--- src/rtl/hls_fsm_pkg.sv ---
// Shared FSM definitions for HLS-style controllers.
//   state_t    : one-hot 3-bit state encoding (IDLE/RUN/DONE), matching the
//                one-hot style of the existing HLS-generated FSMs.
//   TIMEOUT_EN : 1 when GCD_TIMEOUT_EN is defined, else 0. When it is 0 the
//                step-bound logic folds away to constants.
package hls_fsm_pkg;

    typedef enum logic [2:0] {
        IDLE = 3'b001,
        RUN  = 3'b010,
        DONE = 3'b100
    } state_t;

`ifdef GCD_TIMEOUT_EN
    localparam bit TIMEOUT_EN = 1'b1;
`else
    localparam bit TIMEOUT_EN = 1'b0;
`endif

endpackage

--- src/rtl/gcd_step.sv ---
// One combinational subtract/swap Euclid step.
// Ports:
//   x, y    in  WIDTH  current operand pair
//   x_nxt   out WIDTH  x-y when x>=y, otherwise y (swap)
//   y_nxt   out WIDTH  y when x>=y, otherwise x (swap)
//   is_done out 1      y==0, the pair has converged and x holds the gcd
module gcd_step #(
    parameter int WIDTH = 32
) (
    input  logic [WIDTH-1:0] x,
    input  logic [WIDTH-1:0] y,
    output logic [WIDTH-1:0] x_nxt,
    output logic [WIDTH-1:0] y_nxt,
    output logic             is_done
);

    // Compare before subtracting, so x-y never underflows.
    always_comb begin
        if (x >= y) begin
            x_nxt = x - y;
            y_nxt = y;
        end else begin
            x_nxt = y;
            y_nxt = x;
        end
    end

    assign is_done = (y == '0);

endmodule

--- src/rtl/gcd_param_hs.sv ---
// Handshaked, parametrised GCD engine (subtract/swap Euclid, one step per clock).
// Ports:
//   sys_clk, sys_rst        clock, asynchronous active-high reset
//   in_valid/in_ready, a, b operand input handshake
//   out_valid/out_ready     result handshake; outputs are held until taken
//   result                  gcd(a,b), 0 on timeout
//   iter_cnt                subtract/swap steps performed, saturating
//   err                     run aborted by the step bound
// Optional feature: define GCD_TIMEOUT_EN to abort runs after MAX_ITER steps;
// without it err is constant 0 and run time is unbounded.
module gcd_param_hs
    import hls_fsm_pkg::*;
#(
    parameter int WIDTH    = 32,
    parameter int CNT_W    = 32,
    parameter int MAX_ITER = 1000000
) (
    input  logic             sys_clk,
    input  logic             sys_rst,
    input  logic             in_valid,
    output logic             in_ready,
    input  logic [WIDTH-1:0] a,
    input  logic [WIDTH-1:0] b,
    output logic             out_valid,
    input  logic             out_ready,
    output logic [WIDTH-1:0] result,
    output logic [CNT_W-1:0] iter_cnt,
    output logic             err
);

    localparam logic [CNT_W-1:0] ITER_LIM = CNT_W'(MAX_ITER);
    localparam logic [CNT_W-1:0] CNT_MAX  = '1;

    state_t           state, state_nxt;
    logic [WIDTH-1:0] x, y, x_nxt, y_nxt;
    logic             is_done;
    logic             accept;
    logic             timeout;

    gcd_step #(.WIDTH(WIDTH)) u_step (
        .x       (x),
        .y       (y),
        .x_nxt   (x_nxt),
        .y_nxt   (y_nxt),
        .is_done (is_done)
    );

    // Held low during reset so nothing is accepted while the block is cleared.
    // In DONE a new job is taken in the same cycle the result leaves.
    assign in_ready  = ~sys_rst & ((state == IDLE) | ((state == DONE) & out_ready));
    assign accept    = in_valid & in_ready;
    assign out_valid = (state == DONE);
    // Constant 0 when the step bound is compiled out.
    assign timeout   = TIMEOUT_EN & (iter_cnt == ITER_LIM);

    always_comb begin
        state_nxt = state;
        case (state)
            IDLE: if (in_valid) state_nxt = RUN;
            RUN:  if (is_done || timeout) state_nxt = DONE;
            DONE: if (out_ready) state_nxt = in_valid ? RUN : IDLE;
            default: state_nxt = IDLE;
        endcase
    end

    always_ff @(posedge sys_clk or posedge sys_rst) begin
        if (sys_rst) begin
            state    <= IDLE;
            x        <= '0;
            y        <= '0;
            result   <= '0;
            iter_cnt <= '0;
            err      <= 1'b0;
        end else begin
            state <= state_nxt;
            if (accept) begin
                x        <= a;
                y        <= b;
                iter_cnt <= '0;
                err      <= 1'b0;
            end else if (state == RUN) begin
                if (is_done) begin
                    result <= x;
                end else if (timeout) begin
                    result <= '0;
                    err    <= 1'b1;
                end else begin
                    x <= x_nxt;
                    y <= y_nxt;
                    if (iter_cnt != CNT_MAX) iter_cnt <= iter_cnt + 1'b1;
                end
            end
        end
    end

endmodule

--- config.mk ---
export PLATFORM = sky130hd
export DESIGN_NAME = gcd_param_hs
export DESIGN_NICKNAME = d
export VERILOG_FILES = /design/src/rtl/hls_fsm_pkg.sv /design/src/rtl/gcd_step.sv /design/src/rtl/gcd_param_hs.sv
export SDC_FILE = /design/constraint.sdc
export NUM_CORES = 1
export LEC_CHECK = 0
export CAP_MARGIN = 20
export CORE_UTILIZATION = 35
export CTS_BUF_LIST = sky130_fd_sc_hd__clkbuf_4 sky130_fd_sc_hd__clkbuf_8
export DETAILED_ROUTE_END_ITERATION = 12
export SLEW_MARGIN = 10
export SYNTH_ARGS = -nofsm -noshare
export SYNTH_HDL_FRONTEND = slang
export SYNTH_SLANG_ARGS = --single-unit
--- constraint.sdc ---
create_clock -name sys_clk -period 8.3 [get_ports sys_clk]
set_input_delay 2.49 -clock sys_clk [delete_from_list [all_inputs] [get_ports sys_clk]]
set_output_delay 2.49 -clock sys_clk [all_outputs]
set_load 0.01 [all_outputs]
==> results.py <==
metrics = {
    "status": {
        "outcome": "finished with violations",
        "violations": "design-rule violations",
    },
    "layout": {
        "synthToLayoutAreaGrowth_pct": 24.61,
        "finish.net_count": 1121,
        "n_fill_cell": 2191,
        "layout-drive-gt1-share": 0.08721,
    },
    "critical_path": {
        "crit_path_end_kind": "primary output",
        "nature_of_the_critical_path_startpoint": "primary input",
        "crit_path_max_fanout": 56,
        "rrSetupSlack_ns": 4.50,
        "worstRegToRegCells": 12,
        "cp-endpoint": "in_ready",
        "critPathRequiredTime_ns": 5.81,
        "startpoint": "sys_rst",
        "r2r_end": "y[0]$_DFFE_PP0P_",
        "cp.arrival_ns": 4.14,
        "timing_worst_setup_path_type": "in2out",
        "reg_to_reg_critical_path_startpoint": "x[0]$_DFFE_PP0P_",
    },
    "cts": {
        "cts_tree": "done",
        "post_cts_buffers": 0,
        "cts.path.max_buffers": 2,
        "post_cts.resized_instances": 0,
        "clock_tree.root_cell": "sky130_fd_sc_hd__clkbuf_8",
        "clk-insertion-delay-late_ns": 0.44,
        "cts_hold_repair.buffers": 0,
        "cts.clk_slew.worst_paths_ns": 0.08,
        "max_h_tree_level": 4,
        "clkSinkCount": 131,
        "cts_made_buffers": 17,
    },
    "floorplan": {
        "core_region_area_um2": 22030,
        "rows": 54,
        "boundaryPins": 135,
        "die_x_um": 152.5,
        "initial_utilization": 0.3599,
        "die-height_um": 152.5,
        "die_area_um2": 23250,
    },
    "timing": {
        "final.min_clock_period_ns": 6.627,
        "tightest_slew_ns": 0.9759,
        "hold_violations": 0,
        "timing.slew.headroom": 0.3434,
        "setup-violations-final": 0,
        "worst_clock_skew_ns": 0.01367,
        "min_period_over_period": 0.7984,
        "achievable-frequency_ghz": 0.1509,
        "timing_max_transition_violations_final": 0,
        "fin_setup_tns_ns": 0,
        "rsz_0062_raised_after_global_routing": "no",
        "postLayoutSetupSlackWorst_ns": 1.673,
    },
    "yosys": {
        "synth_flop_cell": "sky130_fd_sc_hd__dfrtp_1",
        "syn_inst": 910,
        "syn-cell-area_um2": 7926,
        "synth_enable_flop_cells": 0,
        "post_synth.cell_area_avg_um2": 8.710,
        "synth_seq_cells": 131,
        "async_flop_share": 1.000,
        "synth_nets": 1012,
        "synthesis.yosys.warnings": 0,
        "yosys.cell_types.count": 64,
        "synth_seq_area_share": 0.4137,
    },
    "global_route": {
        "aggregate_global_route_resource_usage": 0.1901,
        "grt_max_degree": 79,
        "grt_pass1_vias": 6664,
        "global_route_wire_length_before_repair_um": 35370,
        "global_route.overflow_total": 0,
        "grt_antenna_before_repair": 1,
    },
    "worst_hold_path": {
        "holdCritPathClass": "reg2reg",
    },
    "power_and_ir_drop": {
        "power.leakage_nw": 4.289,
        "power_density_nw_per_um2": 382.3,
        "vdd_drop_max_mv": 0.2685,
    },
    "flow_run": {
        "max_cap_viol_count": 0,
    },
    "detailed_routing": {
        "dr_total_vias": 6844,
        "detailed_router_iteration_count_before_antenna_repair": 10,
        "postRouteAntennaNets": 0,
        "wl_per_cell_um": 16.41,
        "detail_route.wirelength_um": 21540,
        "initialDrtViolationCount": 342,
        "drc": 7,
        "vias_per_cell": 5.212,
    },
    "placement": {
        "portBuffers": 133,
        "place.gp.congestion": 0.9143,
        "dp_worst_setup_slack_ns": 1.629,
        "detailed_place_hpwl_um": 14870,
    },
}
[layout make-up]
cell class                 count  area, µm²  area share
antenna                        1      2.502   0.0002534
clock inverter                14      150.1     0.01520
multi-input combinational    679       4243      0.4296
timing repair buffer         142       1419      0.1437
sequential                   131       3279      0.3320
tap                          280      350.3     0.03547
clock buffer                  18      247.7     0.02508
inverter                      48      185.2     0.01875
[power breakdown]
group / total [W] / internal (W) / switching, W
Combinational: 0.00225 / 0.000889 / 0.00136
Clock: 0.000556 / 0.000278 / 0.000277
Sequential: 0.000974 / 0.000807 / 0.000167
[per-layer routing]
metal | wire (µm) | share of wire | up-vias | GRT usage
met5 | 0 | 0 | - | 0
met4 | 308 | 0.014 | 0 | 0.04954
met3 | 979 | 0.045 | 17 | 0.03697
met2 | 10120 | 0.47 | 150 | 0.3092
met1 | 10130 | 0.47 | 3243 | 0.2589
li1 | - | - | 3434 | -
[layout by cell type, fill, tap and decap left out, types with 8 or more instances in the layout]
| master | Yosys | final |
|---|---|---|
| sky130_fd_sc_hd__buf_4 | 2 | 8 |
| sky130_fd_sc_hd__a21oi_1 | 130 | 130 |
| sky130_fd_sc_hd__nand4_1 | 12 | 12 |
| sky130_fd_sc_hd__nor4_1 | 10 | 10 |
| sky130_fd_sc_hd__nand3_1 | 24 | 24 |
| sky130_fd_sc_hd__ha_1 | 33 | 33 |
| sky130_fd_sc_hd__xor2_1 | 31 | 31 |
| sky130_fd_sc_hd__a21o_1 | 14 | 14 |
| sky130_fd_sc_hd__o21ai_0 | 62 | 62 |
| sky130_fd_sc_hd__nor3_1 | 11 | 11 |
| sky130_fd_sc_hd__a22oi_1 | 16 | 16 |
| sky130_fd_sc_hd__inv_1 | 48 | 47 |
| sky130_fd_sc_hd__dfrtp_1 | 130 | 130 |
| sky130_fd_sc_hd__nand2_1 | 92 | 92 |
| sky130_fd_sc_hd__clkbuf_8 | 0 | 18 |
| sky130_fd_sc_hd__mux2_2 | 30 | 30 |
| sky130_fd_sc_hd__nor2_1 | 73 | 72 |
| sky130_fd_sc_hd__xnor2_1 | 25 | 25 |
| sky130_fd_sc_hd__o21ai_1 | 19 | 19 |
| sky130_fd_sc_hd__clkdlybuf4s50_1 | 0 | 133 |
| sky130_fd_sc_hd__a31oi_1 | 10 | 10 |
[worst min-delay path by stage]
stage                          startpoint               endpoint  slack [ns]  cells past startpoint
floorplan               y[21]$_DFFE_PP0P_      x[21]$_DFFE_PP0P_        0.49                      2
global placement    result[1]$_DFFE_PP0P_  result[1]$_DFFE_PP0P_        0.47                      2
detailed placement  result[0]$_DFFE_PP0P_  result[0]$_DFFE_PP0P_        0.47                      2
CTS                 result[0]$_DFFE_PP0P_  result[0]$_DFFE_PP0P_        0.49                      2
global route        result[5]$_DFFE_PP0P_  result[5]$_DFFE_PP0P_        0.52                      1
finish              result[0]$_DFFE_PP0P_  result[0]$_DFFE_PP0P_        0.48                      2
[Yosys cell counts, types with 5 or more instances]
cell type	instances	share of area
sky130_fd_sc_hd__nor2_1	73	0.035
sky130_fd_sc_hd__a211oi_1	5	0.0047
sky130_fd_sc_hd__mux2_2	30	0.043
sky130_fd_sc_hd__xnor2_1	25	0.028
sky130_fd_sc_hd__nand4_1	12	0.0095
sky130_fd_sc_hd__nor3_1	11	0.0069
sky130_fd_sc_hd__a22oi_1	16	0.015
sky130_fd_sc_hd__a21oi_1	130	0.082
sky130_fd_sc_hd__a21o_1	14	0.013
sky130_fd_sc_hd__o21ai_1	19	0.012
sky130_fd_sc_hd__nor4_1	10	0.0079
sky130_fd_sc_hd__inv_1	48	0.023
sky130_fd_sc_hd__xor2_1	31	0.034
sky130_fd_sc_hd__and3_1	8	0.0063
sky130_fd_sc_hd__ha_1	33	0.052
sky130_fd_sc_hd__nand3_1	24	0.015
sky130_fd_sc_hd__nand2_1	92	0.044
sky130_fd_sc_hd__o21ai_0	62	0.039
sky130_fd_sc_hd__a31oi_1	10	0.0079
sky130_fd_sc_hd__dfrtp_1	130	0.41
sky130_fd_sc_hd__nand2b_1	5	0.0039
sky130_fd_sc_hd__clkbuf_1	40	0.019
sky130_fd_sc_hd__buf_2	6	0.0038
[flip-flops by register name, summed over array words and instances (netlist names)]
| name | flops |
|---|---|
| x | 32 |
| iter_cnt | 32 |
| y | 32 |
| result | 32 |
| state | 3 |
[critical path, stage by stage]
cell	delay, ns
sky130_fd_sc_hd__clkdlybuf4s50_1	0.47
sky130_fd_sc_hd__inv_6	0.40
sky130_fd_sc_hd__and2_1	0.22
sky130_fd_sc_hd__clkdlybuf4s50_1	0.54
[through the flow]
step | power (W) | cells | hold slack (ns) | utilization | instance area (µm²)
4_1_cts | 0.003793 | 1311 | 0.4896 | 0.4471 | 9847
5_1_grt | 0.004126 | 1313 | 0.5198 | 0.4484 | 9877
2_1_floorplan | 0.002751 | 910 | 0.4904 | - | 7926
6_report | 0.003776 | 1313 | 0.4821 | 0.4484 | 9877
3_5_place_dp | 0.003217 | 1279 | 0.4717 | 0.4290 | 9449
3_3_place_gp | 0.003200 | 1279 | 0.4676 | 0.4290 | 9449
[cell families (layout without fill, tap and decap cells)]
logic type               Yosys count  after routing  synth area share
flip-flops                       131            131            0.4137
buffers and inverters            100            222           0.05304
XOR/XNOR                          56             56           0.06188
other                              1              2         0.0004731
multiplexers                      33             33           0.04641
adder cells (fa/ha/maj)           34             34           0.05462
AO/OA/AOI/OAI                    294            294            0.2172
AND/OR/NAND/NOR                  261            261            0.1526
Power figures use the tool's default switching activity.
